$ cat config.mk
export PLATFORM = sky130hd
export DESIGN_NAME = uart_tx_fifo_drain
export DESIGN_NICKNAME = d
export VERILOG_FILES = /design/src/rtl/uart_pkg.sv /design/src/rtl/uart_baud_cnt.sv /design/src/rtl/uart_tx_fifo_drain.sv
export SDC_FILE = /design/constraint.sdc
export NUM_CORES = 1
export LEC_CHECK = 0
export ABC_CLOCK_PERIOD_IN_PS = 2400
export BUFFER_PORTS_ARGS = -buffer_cell sky130_fd_sc_hd__buf_2
export CORE_MARGIN = 4
export CORE_UTILIZATION = 55
export DETAILED_ROUTE_END_ITERATION = 8
export PLACE_DENSITY = 0.78
export SLEW_MARGIN = 20
export SYNTH_ARGS = -nofsm -noshare
export SYNTH_HDL_FRONTEND = slang
export SYNTH_HIERARCHICAL = 1
export SYNTH_SLANG_ARGS = --single-unit
$ cat constraint.sdc
create_clock -name clk -period 2.4 [get_ports clk]
set_input_delay 0 -clock clk [delete_from_list [all_inputs] [get_ports clk]]
set_output_delay 0 -clock clk [all_outputs]
set_load 0.03 [all_outputs]
$ cat src/rtl/uart_pkg.sv
// Shared types and helpers for the UART transmit path.
package uart_pkg;

  typedef enum logic [2:0] {
    IDLE,
    PREP,
    START,
    DATA,
    STOP
  } uart_tx_state_t;

  // Start bit + 8 data bits + stop bit.
  localparam int unsigned FRAME_BITS = 10;

  function automatic int unsigned calc_div(input int unsigned clk_freq,
                                           input int unsigned baud);
    return clk_freq / baud;
  endfunction

endpackage

$ cat src/rtl/uart_baud_cnt.sv
// Free-running 0..DIV-1 bit-period counter with synchronous clear and terminal-count pulse.
module uart_baud_cnt #(
  parameter int unsigned DIV = 10
) (
  input  logic clk,
  input  logic reset,
  input  logic clear,
  output logic tick
);

  localparam int unsigned CW = (DIV > 1) ? $clog2(DIV) : 1;

  logic [CW-1:0] cnt_q, cnt_d;

  assign tick = (cnt_q == CW'(DIV - 1));

  always_comb begin
    cnt_d = cnt_q + 1'b1;
    if (clear || tick) begin
      cnt_d = '0;
    end
  end

  always_ff @(posedge clk) begin
    if (reset) begin
      cnt_q <= '0;
    end else begin
      cnt_q <= cnt_d;
    end
  end

endmodule

$ cat src/rtl/uart_tx_fifo_drain.sv
// Drains a byte FIFO and serialises each byte as an 8N1 UART frame on tx.
module uart_tx_fifo_drain
  import uart_pkg::*;
#(
  parameter int unsigned CLK_FREQ   = 100_000_000,
  parameter int unsigned BAUD_RATE  = 115_200,
  parameter int unsigned DATA_WIDTH = 8
) (
  input  logic                  clk,
  input  logic                  reset,
  input  logic                  fifo_empty,
  input  logic [DATA_WIDTH-1:0] fifo_pop_data,
  output logic                  fifo_pop,
  output logic                  tx,
  output logic                  busy
);

  localparam int unsigned DIV = calc_div(CLK_FREQ, BAUD_RATE);
  localparam int unsigned BW  = (DATA_WIDTH > 1) ? $clog2(DATA_WIDTH) : 1;

  if (DIV < 2) begin : g_div_check
    $error("uart_tx_fifo_drain: CLK_FREQ/BAUD_RATE must be at least 2");
  end

  uart_tx_state_t        state_q, state_d;
  logic [DATA_WIDTH-1:0] shift_q, shift_d;
  logic [BW-1:0]         bit_q, bit_d;
  logic                  tx_q, tx_d;
  logic                  busy_q, busy_d;
  logic                  pop_q, pop_d;
  logic                  baud_clear;
  logic                  tick;

  uart_baud_cnt #(
    .DIV(DIV)
  ) u_baud (
    .clk  (clk),
    .reset(reset),
    .clear(baud_clear),
    .tick (tick)
  );

  always_comb begin
    state_d    = state_q;
    shift_d    = shift_q;
    bit_d      = bit_q;
    baud_clear = (state_q == IDLE) || (state_q == PREP);

    unique case (state_q)
      IDLE: begin
        if (!fifo_empty) begin
          state_d = PREP;
        end
      end
      PREP: begin
        shift_d = fifo_pop_data;
        bit_d   = '0;
        state_d = START;
      end
      START: begin
        if (tick) begin
          state_d = DATA;
        end
      end
      DATA: begin
        if (tick) begin
          shift_d = shift_q >> 1;
          if (bit_q == BW'(DATA_WIDTH - 1)) begin
            bit_d   = '0;
            state_d = STOP;
          end else begin
            bit_d = bit_q + 1'b1;
          end
        end
      end
      STOP: begin
        if (tick) begin
          state_d = fifo_empty ? IDLE : PREP;
        end
      end
      default: state_d = IDLE;
    endcase

    // Outputs are decoded from the next state so the registered pins line up with the state.
    pop_d  = (state_d == PREP);
    busy_d = (state_d != IDLE);
    tx_d   = 1'b1;
    if (state_d == START) begin
      tx_d = 1'b0;
    end else if (state_d == DATA) begin
      tx_d = shift_d[0];
    end
  end

  always_ff @(posedge clk) begin
    if (reset) begin
      state_q <= IDLE;
      shift_q <= '0;
      bit_q   <= '0;
      tx_q    <= 1'b1;
      busy_q  <= 1'b0;
      pop_q   <= 1'b0;
    end else begin
      state_q <= state_d;
      shift_q <= shift_d;
      bit_q   <= bit_d;
      tx_q    <= tx_d;
      busy_q  <= busy_d;
      pop_q   <= pop_d;
    end
  end

  assign fifo_pop = pop_q;
  assign tx       = tx_q;
  assign busy     = busy_q;

endmodule
==> Implementation_results.wiki, run 1 <==
{| class="wikitable"
! Metric !! Value
|-
| Total negative setup slack || 0 ps
|-
| DR vias/cell || 5.70
|-
| Largest fanout on the critical path || 10
|-
| Net count after synthesis || 141
|-
| Die Outline Area || 0.00296 mm2
|-
| Hold Slack || 17.1 ps
|-
| Later-pin clock latency in the skew report || 320 ps
|-
| Leading post-synthesis cells by instance count || sky130_fd_sc_hd__dfxtp_1 (27), sky130_fd_sc_hd__nor2_1 (24), sky130_fd_sc_hd__a222oi_1 (6), sky130_fd_sc_hd__nand3_1 (6), sky130_fd_sc_hd__a22oi_1 (5)
|-
| Leak Pwr || 0.544 nW
|-
| Class of the worst hold path || in2reg
|-
| Asr flop ratio synth || 0
|-
| Vias post-DR || 1003
|-
| Most instantiated flip-flop cell in the synthesis netlist || sky130_fd_sc_hd__dfxtp_1
|-
| Setup repair after global routing missed its margin || no
|-
| Synthesis-stage register bit count || 27
|-
| Std-Cell Rows || 16
|-
| Worst-margin pin slew || 456 ps
|-
| Kind of critical path || reg2reg
|-
| Number of enable flip-flop cells after synthesis || 0
|-
| Count of filler cells inserted in the layout || 179
|-
| Number of iterations in the first detailed-routing pass || 5
|-
| Cell area after layout || 0.00137 mm2
|-
| Area leader, netlist || sky130_fd_sc_hd__dfxtp_1
|-
| GRT Overall Usage || 0.174
|-
| Hpwl dp || 1630 um
|-
| Antenna violations before repair || 0
|-
| Hold violation total from the final report || 0
|-
| Final setup skew || 4.22 ps
|-
| Antenna diode instance count || 0
|-
| Most used standard cell by instance count after synthesis || sky130_fd_sc_hd__dfxtp_1
|-
| Remaining DRCs || 0
|-
| Top achievable clock speed || 463 MHz
|-
| Vias in the first global route || 906
|-
| Maximum vdd ir drop || 0.352 mV
|-
| Library cell used as clock root buffer || sky130_fd_sc_hd__clkbuf_4
|-
| Number of nets still failing antenna checks after routing || 0
|-
| Worst reg2reg setup slack || 240 ps
|-
| Largest cells by area after synthesis || sky130_fd_sc_hd__dfxtp_1 (46%), sky130_fd_sc_hd__nor2_1 (7.6%), sky130_fd_sc_hd__a222oi_1 (5.1%)
|-
| Clk buf depth || 2
|-
| First-pass GRT wire length || 3750 um
|-
| Clock-pin slew of the registers on the worst-case setup and hold paths || 140 ps
|-
| Number of nets in the final layout || 164
|-
| WP data arrival || 2390 ps
|-
| Power after layout || 790 uW
|-
| PD cells || 576 mW/mm2
|-
| Post-Syn Area || 0.00118 mm2
|-
| Drt total wl || 2310 um
|-
| Maximum Capacitance Violations || 0
|-
| Number of sinks driven by the clock tree || 27
|-
| Worst slack, placed || 94.9 ps
|-
| Maximum number of pins on one net before global-route repair || 16
|-
| Crit share post-route || 0.901
|-
| Synthesized area divided by synthesized cell count || 9.33 um2
|-
| Max-Slew Margin vs Limit || 0.696
|-
| Number of ports placed on the die boundary || 14
|-
| Port Buf Inserts || 13
|-
| Slew Limit Fails || 0
|-
| Cts bufs inserted || 3
|-
| H-tree depth || 1
|-
| Starting utilization of the core area || 0.592
|-
| Number of design-rule violations left by the first detailed-router iteration || 54
|-
| Yosys synthesis warning count || 6
|-
| Post-route minimum period || 2160 ps
|-
| Wirelength per Cell || 13.1 um
|-
| Core footprint || 0.00200 mm2
|-
| GRT overflow || 0
|-
| Die width || 54.4 um
|-
| Sequential-to-total area share from yosys stat || 0.456
|-
| Data required time of the critical path || 2630 ps
|-
| Number of distinct library cells after synthesis || 37
|-
| Final setup violation count || 0
|-
| Die outline height || 54.4 um
|-
| Outcome || finished clean
|-
| Sort of element at the end of the critical path || flip-flop
|-
| Post-CTS Setup Inserts || 0
|-
| Instance count of the mapped netlist || 127
|-
| Total cell area at the placement stage || 0.00126 mm2
|-
| GP Congestion || 0.864
|-
| Top cell type's share of synthesized area || 0.456
|-
| Fraction of layout instances using a drive strength above 1 || 0.181
|-
| Startpoint kind of the worst setup timing path || flip-flop
|-
| Clock tree from TritonCTS || done
|-
| Area added between synthesis and finish || 15.7%
|-
| Slack of the critical path || 238 ps
|}
repair_timing:
item	CTS	global route
setup endpoints to repair	0	15
resized for setup	0	2
hold endpoints to repair	7	0
hold buffers	7	0
layout make-up:
cell class | count | area, um2 | share of cell area
Timing Repair Buffer | 21 | 143 | 0.104
Clock buffer | 3 | 22.5 | 0.0164
Clock inverter | 1 | 5.00 | 0.00365
Multi-Input combinational cell | 94 | 616 | 0.449
Sequential cell | 27 | 541 | 0.394
Inverter | 3 | 11.3 | 0.00821
Tap cell | 27 | 33.8 | 0.0246
power breakdown:
group / switching [mW] / internal [mW]
clock: 0.131 / 0.0626
combinational: 0.0612 / 0.0479
sequential: 0.0164 / 0.470
final timing paths:
check,cells past startpoint,from,end
max reg2reg,8,u_baud/cnt_q[0],shift_q[5]
max,8,u_baud/cnt_q[0],shift_q[5]
min,2,reset,shift_q[4]
min reg2reg,1,u_baud/cnt_q[0],u_baud/cnt_q[0]
cells by family after synthesis:
logic type	share of synthesized area
adders and majority gates	0.0317
DFF	0.456
muxes	0.00950
AOI/OAI and AO/OA	0.165
buffers and inverters	0.0317
xor gates and xnor gates	0.0370
and+or+nand+nor	0.269
state kept, by name (all words and copies together) (netlist names):
signal,cells
fifo_pop,1
bit_q,3
u_baud/cnt_q,10
busy,1
tx,1
state_q,3
shift_q,8
cells in the final DEF, fill, tap and decap left out, types with 2 or more instances in the layout:
master | netlist | final
sky130_fd_sc_hd__a222oi_1 | 6 | 6
sky130_fd_sc_hd__nand2b_1 | 2 | 2
sky130_fd_sc_hd__a31oi_1 | 3 | 3
sky130_fd_sc_hd__inv_1 | 3 | 3
sky130_fd_sc_hd__and4_1 | 2 | 2
sky130_fd_sc_hd__nor2_1 | 24 | 23
sky130_fd_sc_hd__nand2_1 | 4 | 4
sky130_fd_sc_hd__dlygate4sd3_1 | 0 | 7
sky130_fd_sc_hd__and2b_1 | 2 | 2
sky130_fd_sc_hd__o21ai_0 | 4 | 4
sky130_fd_sc_hd__clkbuf_4 | 0 | 3
sky130_fd_sc_hd__or3_1 | 2 | 2
sky130_fd_sc_hd__nor2b_1 | 4 | 4
sky130_fd_sc_hd__buf_2 | 0 | 13
sky130_fd_sc_hd__a21oi_1 | 3 | 3
sky130_fd_sc_hd__dfxtp_1 | 27 | 27
sky130_fd_sc_hd__a22oi_1 | 5 | 5
sky130_fd_sc_hd__nand3b_1 | 2 | 2
sky130_fd_sc_hd__xor2_1 | 3 | 3
sky130_fd_sc_hd__nand3_1 | 6 | 6
sky130_fd_sc_hd__ha_1 | 3 | 3
sky130_fd_sc_hd__xnor2_1 | 2 | 2
critical path, stage by stage, from the launching register on:
cell                       delay [ps]
sky130_fd_sc_hd__dfxtp_1          400
sky130_fd_sc_hd__ha_1             240
sky130_fd_sc_hd__nor2b_1          240
sky130_fd_sc_hd__nand2_1          140
sky130_fd_sc_hd__nor2_2           250
sky130_fd_sc_hd__nand2b_1         180
sky130_fd_sc_hd__nand2_2          140
sky130_fd_sc_hd__a222oi_1         400
sky130_fd_sc_hd__nor2_1            70
routing by layer:
layer | up-vias | global-route usage | routed length (um)
li1 | 510 | - | -
met2 | 20 | 0.305 | 1150
met5 | - | 0 | 0
met1 | 469 | 0.209 | 1070
met4 | 0 | 0.0747 | 29
met3 | 4 | 0.0245 | 61
per-stage QoR:
step	util	std cells
finish	0.685	176
global placement	0.632	165
global route	0.685	176
floorplan	-	127
detailed placement	0.632	165
CTS	0.681	176
Note: power is estimated with default switching activity, not from simulation.
==> inputs of run 2 (changes only) <==
Settings changed: BUFFER_PORTS_ARGS -buffer_cell sky130_fd_sc_hd__buf_2 to -buffer_cell sky130_fd_sc_hd__clkbuf_2.
==> Implementation_results.wiki, run 2 (synthesis results as in run 1) <==
{| class="wikitable"
! Metric !! Value
|-
| CP startpoint || u_baud/cnt_q[0]
|-
| Number of design-rule violations left by the first detailed-router iteration || 42
|-
| Antenna violations before repair || 0
|-
| Number of nets still failing antenna checks after routing || 0
|-
| Leak Pwr || 0.546 nW
|-
| Maximum Capacitance Violations || 0
|-
| Library cell used as clock root buffer || sky130_fd_sc_hd__clkbuf_4
|-
| Startpoint kind of the worst setup timing path || flip-flop
|-
| Drt total wl || 2330 um
|-
| Die outline height || 54.4 um
|-
| Clock tree from TritonCTS || done
|-
| Post-CTS Setup Inserts || 0
|-
| Area of combinational cells with multiple inputs || 616 um2
|-
| Setup repair after global routing missed its margin || no
|-
| DR vias/cell || 5.61
|-
| Maximum number of pins on one net before global-route repair || 16
|-
| Chain of cells forming the critical path || ha_1 > nor2b_1 > nand2_1 > nor2_2 > nand2b_1 > nand2_2 > a222oi_1 > nor2_1
|-
| Max-Slew Margin vs Limit || 0.695
|-
| Highest cell delay on the worst timing path || 390 ps
|-
| Path length in cells of the critical path || 8
|-
| Most frequent cells in the layout || sky130_fd_sc_hd__dfxtp_1 (27), sky130_fd_sc_hd__nor2_1 (23), sky130_fd_sc_hd__clkbuf_2 (13), sky130_fd_sc_hd__dlygate4sd3_1 (7)
|-
| Final setup violation count || 0
|-
| Final setup skew || 5.77 ps
|-
| Die Outline Area || 0.00296 mm2
|-
| Seq. cell area || 541 um2
|-
| Source of the worst hold timing path || reset
|-
| Hold violation total from the final report || 0
|-
| Capture point of the worst reg-to-reg path || shift_q[2]
|-
| Reg-to-Reg Start || u_baud/cnt_q[0]
|-
| Worst Hold Endpoint || state_q[2]
|-
| Cell area after layout || 0.00137 mm2
|-
| First-pass GRT wire length || 3880 um
|-
| Count of filler cells inserted in the layout || 172
|-
| Maximum vdd ir drop || 0.505 mV
|-
| Data required time of the critical path || 2610 ps
|-
| Class of the worst hold path || in2reg
|-
| Fraction of the core area covered by cells at the end of the flow || 0.685
|-
| Later-pin clock latency in the skew report || 320 ps
|-
| Vias post-DR || 987
|-
| Cts bufs inserted || 3
|-
| Std-Cell Rows || 16
|-
| Hpwl dp || 1650 um
|-
| GP Congestion || 0.871
|-
| Fraction of layout instances using a drive strength above 1 || 0.181
|-
| Clk buf depth || 2
|-
| Clock-pin slew of the registers on the worst-case setup and hold paths || 140 ps
|-
| WP data arrival || 2350 ps
|-
| Worst slack, placed || 105 ps
|-
| Total buffers and inverters traversed by the critical path || 0
|-
| Sort of element at the end of the critical path || flip-flop
|-
| Most common library cell in the layout ignoring fill and taps || sky130_fd_sc_hd__dfxtp_1
|-
| Number of nets in the final layout || 164
|-
| Crit share post-route || 0.892
|-
| Worst-margin pin slew || 456 ps
|-
| Largest register by flop count || u_baud/cnt_q
|-
| H-tree depth || 1
|-
| Registers with the most flip-flops || u_baud/cnt_q x10, shift_q x8
|-
| Antenna diode instance count || 0
|-
| Number of sinks driven by the clock tree || 27
|-
| Remaining DRCs || 0
|-
| Max FFs per register || 10
|-
| Post-route minimum period || 2140 ps
|-
| Total cell area at the placement stage || 0.00126 mm2
|-
| Core footprint || 0.00200 mm2
|-
| Vias in the first global route || 963
|-
| GRT overflow || 0
|-
| Area added between synthesis and finish || 15.7%
|-
| Slew Limit Fails || 0
|-
| Number of iterations in the first detailed-routing pass || 4
|-
| PD cells || 571 mW/mm2
|-
| Dominant delay contributor by cell family on the critical path || simple AND/OR/NAND/NOR gates
|-
| Total negative setup slack || 0 ps
|-
| Die width || 54.4 um
|-
| Port Buf Inserts || 13
|-
| Kind of critical path || reg2reg
|-
| GRT Overall Usage || 0.178
|-
| Crit path max-delay cell type || sky130_fd_sc_hd__dfxtp_1
|-
| Outcome || finished clean
|-
| Largest fanout on the critical path || 10
|-
| Worst Reg-to-Reg Cells || 8
|-
| Worst reg2reg setup slack || 260 ps
|-
| Starting utilization of the core area || 0.592
|-
| Slack of the critical path || 260 ps
|-
| Hold depth || 2
|-
| Power after layout || 784 uW
|-
| Wirelength per Cell || 13.2 um
|-
| Number of ports placed on the die boundary || 14
|-
| Top achievable clock speed || 467 MHz
|}
[run 2: power by group]
group / internal (mW) / leakage, nW / switching, mW
Clock: 0.0623 / 0.0177 / 0.127
Combinational: 0.0476 / 0.309 / 0.0603
Sequential: 0.470 / 0.220 / 0.0160
Total: 0.580 / 0.546 / 0.203
[run 2: area by class of cell]
| type | instances | share of cell area |
|---|---|---|
| timing repair buffer | 21 | 0.104 |
| sequential | 27 | 0.394 |
| clock buffer | 3 | 0.0164 |
| clock inverter | 1 | 0.00365 |
| multi-input combinational | 94 | 0.449 |
| tap | 27 | 0.0246 |
| inverter | 3 | 0.00821 |
[run 2: layer usage]
| layer | routed length (um) | GRT usage | vias to the layer above |
|---|---|---|---|
| li1 | - | - | 507 |
| met1 | 1040 | 0.214 | 460 |
| met2 | 1210 | 0.311 | 18 |
| met3 | 59 | 0.0245 | 2 |
| met4 | 12 | 0.0788 | 0 |
| met5 | 0 | 0 | - |
[run 2: worst max path at each step]
stage                 endpoint  slack, ps
floorplan                   tx        440
global placement            tx        260
detailed placement  shift_q[2]        100
CTS                 shift_q[2]         70
global route        shift_q[2]         40
finish              shift_q[2]        260
[run 2: through the flow]
step,hold slack [ps],cells
5_1_grt,45.0,176
6_report,43.3,176
2_1_floorplan,66.6,127
3_5_place_dp,250,165
3_3_place_gp,238,165
4_1_cts,37.2,176
[run 2: what timing repair did]
item,CTS,global route
hold buffers,7,0
gates resized for setup,0,2
endpoints found under the hold margin,7,0
setup endpoints to repair,0,9
[run 2: worst register-to-register path, cell delays in order, from the launching register on]
cell and delay [ps]:
sky130_fd_sc_hd__dfxtp_1 390, sky130_fd_sc_hd__ha_1 240, sky130_fd_sc_hd__nor2b_1 230, sky130_fd_sc_hd__nand2_1 140, sky130_fd_sc_hd__nor2_2 260, sky130_fd_sc_hd__nand2b_1 180, sky130_fd_sc_hd__nand2_2 140, sky130_fd_sc_hd__a222oi_1 400
sky130_fd_sc_hd__nor2_1 70
==> inputs of run 3 (changes only) <==
Settings changed: HOLD_SLACK_MARGIN set to 0.15.
==> Implementation_results.wiki, run 3 (synthesis results as in run 1) <==
{| class="wikitable"
! Metric !! Value
|-
| Post-CTS Setup Inserts || 0
|-
| Max FFs per register || 10
|-
| Std-Cell Rows || 16
|-
| Final setup skew || 5.49 ps
|-
| Slew Limit Fails || 0
|-
| Number of design-rule violations left by the first detailed-router iteration || 42
|-
| Seq. cell area || 541 um2
|-
| Starting utilization of the core area || 0.592
|-
| Clock tree from TritonCTS || done
|-
| Kind of critical path || reg2reg
|-
| Largest fanout on the critical path || 10
|-
| Die width || 54.4 um
|-
| Most frequent cells in the layout || sky130_fd_sc_hd__dfxtp_1 (27), sky130_fd_sc_hd__nor2_1 (23), sky130_fd_sc_hd__clkbuf_2 (13), sky130_fd_sc_hd__dlygate4sd3_1 (9)
|-
| GRT overflow || 0
|-
| Startpoint kind of the worst setup timing path || flip-flop
|-
| Post-route minimum period || 2140 ps
|-
| Die outline height || 54.4 um
|-
| PD cells || 566 mW/mm2
|-
| GP Congestion || 0.871
|-
| Drt total wl || 2340 um
|-
| Worst-margin pin slew || 456 ps
|-
| Most common library cell in the layout ignoring fill and taps || sky130_fd_sc_hd__dfxtp_1
|-
| Clock-pin slew of the registers on the worst-case setup and hold paths || 140 ps
|-
| Area of combinational cells with multiple inputs || 616 um2
|-
| Crit share post-route || 0.890
|-
| Vias post-DR || 1007
|-
| Count of filler cells inserted in the layout || 170
|-
| Hold violation total from the final report || 0
|-
| Hpwl dp || 1650 um
|-
| First-pass GRT wire length || 3940 um
|-
| Remaining DRCs || 0
|-
| Number of sinks driven by the clock tree || 27
|-
| Clk buf depth || 2
|-
| Wirelength per Cell || 13.2 um
|-
| Number of iterations in the first detailed-routing pass || 5
|-
| Antenna diode instance count || 0
|-
| Die Outline Area || 0.00296 mm2
|-
| Setup repair after global routing missed its margin || no
|-
| Registers with the most flip-flops || u_baud/cnt_q x10, shift_q x8
|-
| WP data arrival || 2350 ps
|-
| Post-route non-filler standard cell count || 178
|-
| Port Buf Inserts || 13
|-
| Number of ports placed on the die boundary || 14
|-
| Data required time of the critical path || 2610 ps
|-
| Number of nets in the final layout || 166
|-
| Cts bufs inserted || 3
|-
| Top achievable clock speed || 468 MHz
|-
| Class of the worst hold path || in2reg
|-
| Leak Pwr || 0.554 nW
|-
| Number of nets still failing antenna checks after routing || 0
|-
| Total negative setup slack || 0 ps
|-
| Maximum vdd ir drop || 0.506 mV
|-
| Cell total after placement || 165
|-
| Sort of element at the end of the critical path || flip-flop
|-
| DR vias/cell || 5.66
|-
| Area added between synthesis and finish || 17.4%
|-
| Later-pin clock latency in the skew report || 320 ps
|-
| Worst reg2reg setup slack || 260 ps
|-
| Library cell used as clock root buffer || sky130_fd_sc_hd__clkbuf_4
|-
| Antenna violations before repair || 0
|-
| Vias in the first global route || 976
|-
| Largest register by flop count || u_baud/cnt_q
|-
| Final setup violation count || 0
|-
| Maximum Capacitance Violations || 0
|-
| Fraction of layout instances using a drive strength above 1 || 0.179
|-
| Outcome || finished clean
|-
| GRT Overall Usage || 0.180
|-
| H-tree depth || 1
|-
| Core footprint || 0.00200 mm2
|-
| Max-Slew Margin vs Limit || 0.695
|-
| Maximum number of pins on one net before global-route repair || 16
|}
## run 3: critical path: stages, from the launching register on
cell and delay, ps:
sky130_fd_sc_hd__dfxtp_1 390, sky130_fd_sc_hd__ha_1 240, sky130_fd_sc_hd__nor2b_1 230, sky130_fd_sc_hd__nand2_1 140
sky130_fd_sc_hd__nor2_2 260, sky130_fd_sc_hd__nand2b_1 180, sky130_fd_sc_hd__nand2_2 140, sky130_fd_sc_hd__a222oi_1 390
sky130_fd_sc_hd__nor2_1 60
## run 3: worst paths after layout
kind	end	cells past startpoint	from
max	shift_q[2]	8	u_baud/cnt_q[0]
min	state_q[0]	4	fifo_empty
min reg2reg	u_baud/cnt_q[0]	1	u_baud/cnt_q[0]
max reg2reg	shift_q[2]	8	u_baud/cnt_q[0]
## run 3: cell type report
| type | count | share of cell area |
|---|---|---|
| clock buffers | 3 | 0.0162 |
| clock inverters | 1 | 0.00360 |
| inverters | 3 | 0.00809 |
| multi-input cells | 94 | 0.442 |
| flip-flops and latches | 27 | 0.388 |
| well taps | 27 | 0.0243 |
| repair buffers | 23 | 0.117 |
## run 3: metrics by stage
| step | power [mW] | hold slack, ps | util | instance area [um2] | setup WS (ps) |
|---|---|---|---|---|---|
| 6_report | 0.787 | 187 | 0.695 | 1390 | 263 |
| 4_1_cts | 0.794 | 181 | 0.691 | 1380 | 68.8 |
| 2_1_floorplan | 0.567 | 66.6 | - | 1180 | 437 |
| 3_5_place_dp | 0.595 | 250 | 0.632 | 1260 | 105 |
| 5_1_grt | 0.834 | 188 | 0.695 | 1390 | 37.4 |
| 3_3_place_gp | 0.592 | 238 | 0.632 | 1260 | 260 |
## run 3: where the power goes
| part | leakage, nW | internal, mW | total, mW | switching [mW] |
|---|---|---|---|---|
| combinational | 0.317 | 0.0497 | 0.110 | 0.0608 |
| clock | 0.0177 | 0.0624 | 0.190 | 0.128 |
| sequential | 0.220 | 0.470 | 0.486 | 0.0159 |
| total | 0.554 | 0.583 | 0.787 | 0.204 |
## run 3: metal layers
layer | part of all wire | vias up | wire (um) | global-route usage
li1 | - | 512 | - | -
met1 | 0.45 | 475 | 1050 | 0.218
met2 | 0.52 | 18 | 1220 | 0.315
met3 | 0.025 | 2 | 59 | 0.0245
met4 | 0.0051 | 0 | 12 | 0.0788
met5 | 0 | - | 0 | 0
## run 3: timing repair
item | 4_1_cts | 5_1_grt
hold endpoints to repair | 15 | 0
endpoints found under the setup margin | 0 | 9
hold buffers | 9 | 0
resized for setup | 0 | 2
